<file path="src/rtl/ram_arbiter.sv">
// Two-port round-robin arbiter/sequencer in front of a single RAM command bus.
// Optional WAIT-state abort timer enabled by defining ARB_TIMEOUT_EN.
module ram_arbiter #(
    parameter int AW      = 32,
    parameter int DW      = 32,
    parameter int TIMEOUT = 64
) (
    input  logic          clk,
    input  logic          rst,
    input  logic          req0,
    input  logic          req1,
    input  logic          mode0,
    input  logic          mode1,
    input  logic [AW-1:0] addr0,
    input  logic [AW-1:0] addr1,
    input  logic [DW-1:0] wdata0,
    input  logic [DW-1:0] wdata1,
    output logic          done0,
    output logic          done1,
    output logic [DW-1:0] rdata,
    output logic          err,
    output logic [AW-1:0] ram_address,
    output logic [DW-1:0] ram_data,
    output logic          ram_mode,
    output logic          ram_start,
    input  logic [DW-1:0] ram_out,
    input  logic          ram_response
);

    typedef enum logic [1:0] {IDLE, ISSUE, WAIT, DONE} state_t;

    state_t state, next_state;
    logic   last_grant;
    logic   gnt;
    logic   pick;
    logic   timed_out;

`ifdef ARB_TIMEOUT_EN
    localparam int CW = ($clog2(TIMEOUT + 1) > 8) ? $clog2(TIMEOUT + 1) : 8;
    logic [CW-1:0] wait_cnt;
`endif

    always_comb begin
        next_state = state;
        pick       = 1'b0;
        timed_out  = 1'b0;
        case (state)
            IDLE: begin
                if (req0 && req1) pick = ~last_grant;
                else if (req1)    pick = 1'b1;
                if (req0 || req1) next_state = ISSUE;
            end
            ISSUE: next_state = WAIT;
            WAIT: begin
                if (ram_response) begin
                    next_state = DONE;
                end
`ifdef ARB_TIMEOUT_EN
                // Count reaches TIMEOUT on this edge; a coincident response wins.
                else if (wait_cnt == CW'(TIMEOUT - 1)) begin
                    timed_out  = 1'b1;
                    next_state = DONE;
                end
`endif
            end
            DONE:    next_state = IDLE;
            default: next_state = IDLE;
        endcase
    end

    always_ff @(posedge clk or posedge rst) begin
        if (rst) state <= IDLE;
        else     state <= next_state;
    end

    always_ff @(posedge clk or posedge rst) begin
        if (rst) begin
            done0       <= 1'b0;
            done1       <= 1'b0;
            rdata       <= '0;
            ram_address <= '0;
            ram_data    <= '0;
            ram_mode    <= 1'b0;
            ram_start   <= 1'b0;
            gnt         <= 1'b0;
            last_grant  <= 1'b1;
        end else begin
            ram_start <= (state == IDLE) && (next_state == ISSUE);
            done0     <= (next_state == DONE) && !gnt;
            done1     <= (next_state == DONE) &&  gnt;
            if (state == IDLE && next_state == ISSUE) begin
                gnt         <= pick;
                ram_mode    <= pick ? mode1  : mode0;
                ram_address <= pick ? addr1  : addr0;
                ram_data    <= pick ? wdata1 : wdata0;
            end
            if (state == WAIT && ram_response && !ram_mode)
                rdata <= ram_out;
            if (state == DONE)
                last_grant <= gnt;
        end
    end

`ifdef ARB_TIMEOUT_EN
    always_ff @(posedge clk or posedge rst) begin
        if (rst) begin
            wait_cnt <= '0;
            err      <= 1'b0;
        end else begin
            err <= timed_out;
            if (state == ISSUE)     wait_cnt <= '0;
            else if (state == WAIT) wait_cnt <= wait_cnt + CW'(1);
        end
    end
`else
    assign err = 1'b0;
`endif

endmodule

</file>
<file path="config.mk">
export PLATFORM = sky130hd
export DESIGN_NAME = ram_arbiter
export DESIGN_NICKNAME = d
export VERILOG_FILES = /design/src/rtl/ram_arbiter.sv
export SDC_FILE = /design/constraint.sdc
export NUM_CORES = 1
export LEC_CHECK = 0
export CORE_MARGIN = 4
export CORE_UTILIZATION = 40
export CTS_CLUSTER_SIZE = 20
export DETAILED_ROUTE_END_ITERATION = 10
export GPL_TIMING_DRIVEN = 1
export HOLD_SLACK_MARGIN = 0.06
export PLACE_DENSITY = 0.82
export SLEW_MARGIN = 30
export SYNTH_ARGS = -nofsm -noshare
export SYNTH_HDL_FRONTEND = slang
export SYNTH_SLANG_ARGS = --single-unit
</file>
<file path="constraint.sdc">
create_clock -name clk -period 4.06 [get_ports clk]
set_input_delay 0.406 -clock clk [delete_from_list [all_inputs] [get_ports clk]]
set_output_delay 0.406 -clock clk [all_outputs]
set_load 0.02 [all_outputs]
</file>
==> run metrics <==
cts repair resizes=0; dpl cell area=7670 µm²; Routed WL=15900 µm; Routed WL per cell=18.2 µm; Max Cap Viol=0; GRT Residual Overflow=0; fin nets=870; Fmax=450 MHz; TritonCTS clock tree=done; r2r setup slk=1.84 ns; Synth-to-Final Area Change=59.7%; Period minus WS final=2.22 ns; DIE WIDTH=approximately 120 µm; PortBufs=266; syn nets=642; Post-Synth Adder-Cell Area=0.00748; largest net degree at the start of global routing=132; Worst Skew=approximately 0.01 ns; post-synth top area share=0.514; RR Endpoint=gnt; clock latency on the worst-skew pair=0.34 ns; PD cells=746 nW/µm²; Worst Hold End=rdata[2]; mux share of post-synthesis cell area=0.0763; Post-Synth XOR/XNOR Area=0; buffer count from post-CTS setup fixing=0; crit end category=register; final cell count without fillers=about 870; GPL Wtd Cong=0.766; Inst Count DP=856; compound-gate portion of the synthesized area=0.213; Clock Tree Buf Depth=2; status=complete, no violations; worst min path class=reg2reg; core area=12200 µm²; CP max FO=67; fin crit share=0.547; H-tree depth=3; Critical R2R Launch=state[0]; Hold Buf Count CTS=0; Global Route Usage Sum=0.215; Rel. slew slack=0.497; clock transition at the registers of the reported paths=0.07 ns; global-route wire length before repair=25100 µm; Final Cell Area=8010 µm²; initial drt markers=287; Rows=40; sequential fraction of the synthesis area=0.519; Startpoint Class=register; via count=4769; min-delay src=rdata[2]; Yosys warning total=0; vias in the first global route=between 4000 and 5000; Num CTS Buffers=9; Hold Violations, Final=0; area leader, netlist=dfrtp_1; die height=between 100 and 150 µm; Hold Path Depth=1; DPL Wire Length=11200 µm; Distinct cells, synth=27; share of layout cells above drive strength 1=0.146; die area=14400 µm²; Worst EP arrival=2.45 ns; largest family of logic cells by synthesized area=compound AO/OA/AOI/OAI gates; Setup TNS=0 ns; DRT Pass-1 Iters=4; clk sinks=about 100; critical path type=reg2reg; antenna violations before repair=0; Reg2Reg Depth=5; Fin Hold WS=0.506 ns; VDD IR max=0.354 mV; FF+latch count, synth=104; ANT cells=0; commonest cells after routing, fill and taps aside=clkdlybuf4s50_1 (266), dfrtp_1 (103), o21ai_0 (66), a31oi_1 (66), a21oi_1 (65); RSZ-0062 raised after global routing=false; Final Slew Violations=0; Final ANT Viol Nets=0; post-layout power=5.98 mW; Area contributors post-synth=dfrtp_1 (51%), a31oi_1 (8.2%), mux2_2 (7.6%), or3b_2 (7.2%), o21ai_0 (6.6%); CP required=4.29 ns; I/O Pins=between 200 and 300; commonest non-fill, non-tap cell in the layout=clkdlybuf4s50_1; Slew @ Worst Pin=between 0.7 and 0.8 ns; static leakage=3.08 nW; Residual DRC=0; Syn Inst Count=472; fillcell total=937; Mapped Area=5020 µm²; starting density of the core=0.413; post-synthesis simple-gate area fraction=0.127; post-synthesis average cell area=10.6 µm²; CTS root buffer=clkbuf_16; # setup viols final=0; post-DR vias/cell=5.46
cell families (layout without fill, tap and decap cells):
logic type / count (synthesis) / in the layout
adders and majority gates: 3 / 3
other: 1 / 1
and+or+nand+nor: 76 / 76
buffers and inverters: 57 / 290
AOI/OAI and AO/OA: 197 / 197
muxes: 34 / 34
DFF: 104 / 104
worst max-delay path by stage:
| stage | start | end | slack (ns) | cells past startpoint |
|---|---|---|---|---|
| 2_1_floorplan | rst | done0 | 0.92 | 1 |
| 3_3_place_gp | req1 | gnt | 1.42 | 4 |
| 3_5_place_dp | req1 | ram_address[0] | 1.57 | 4 |
| 4_1_cts | state[0] | ram_address[0] | 1.70 | 5 |
| 5_1_grt | state[0] | gnt | 1.74 | 5 |
| 6_report | state[0] | gnt | 1.84 | 5 |
synthesized netlist by cell type:
cell type,n
a21oi_1,65
a31oi_1,66
and2_1,1
and2_4,1
and3_1,1
and3b_1,1
buf_1,1
buf_2,8
buf_4,1
buf_6,7
clkbuf_1,36
clkbuf_2,1
conb_1,1
dfrtp_1,103
dfstp_2,1
ha_1,3
inv_1,3
mux2_2,34
nand2_2,1
nand2b_1,1
nand3b_1,1
nor2_1,2
nor2b_1,1
o21ai_0,66
or3_1,1
or3b_1,24
or3b_2,41
metal layers:
layer	part of all wire	wire length [µm]	global-route usage	vias to the layer above
met5	0	0	0	-
met4	0.032	503	0.0809	0
met1	0.39	6270	0.259	2313
li1	-	-	-	2211
met2	0.50	7880	0.368	209
met3	0.078	1230	0.0556	36
final cells by class:
type,instances,area (µm²),share of cell area
Clock buffer,10,239,0.0298
Timing Repair Buffer,271,2710,0.339
Sequential cell,104,2600,0.325
Tap cell,168,210,0.0262
Inverter,3,16.3,0.00203
Clock inverter,6,72.6,0.00906
Multi-Input combinational cell,311,2160,0.269
worst max-delay path: stages, from the launching register on:
cell and delay, ns:
dfrtp_1 0.40, inv_1 0.11, ha_1 0.35, nor2b_4 0.22, and2_4 0.61, mux2_2 0.41
stage by stage:
step / utilization / setup WS (ns)
final: 0.659 / 1.84
after global routing: 0.659 / 1.74
after CTS: 0.656 / 1.70
after detailed placement: 0.631 / 1.57
after global placement: 0.630 / 1.42
after floorplan: - / 0.923
state kept, by name, summed over array words and instances (netlist names):
signal,count
ram_address,32
ram_data,32
rdata,32
state,2
done0,1
done1,1
gnt,1
last_grant,1
ram_mode,1
ram_start,1
power breakdown:
group	switching [mW]	leakage (nW)	internal, mW
Clock	0.396	0.155	0.504
Combinational	1.72	1.73	1.53
Sequential	0.270	1.19	1.57
Total	2.38	3.08	3.60
Note: power is estimated with default switching activity, not from simulation.
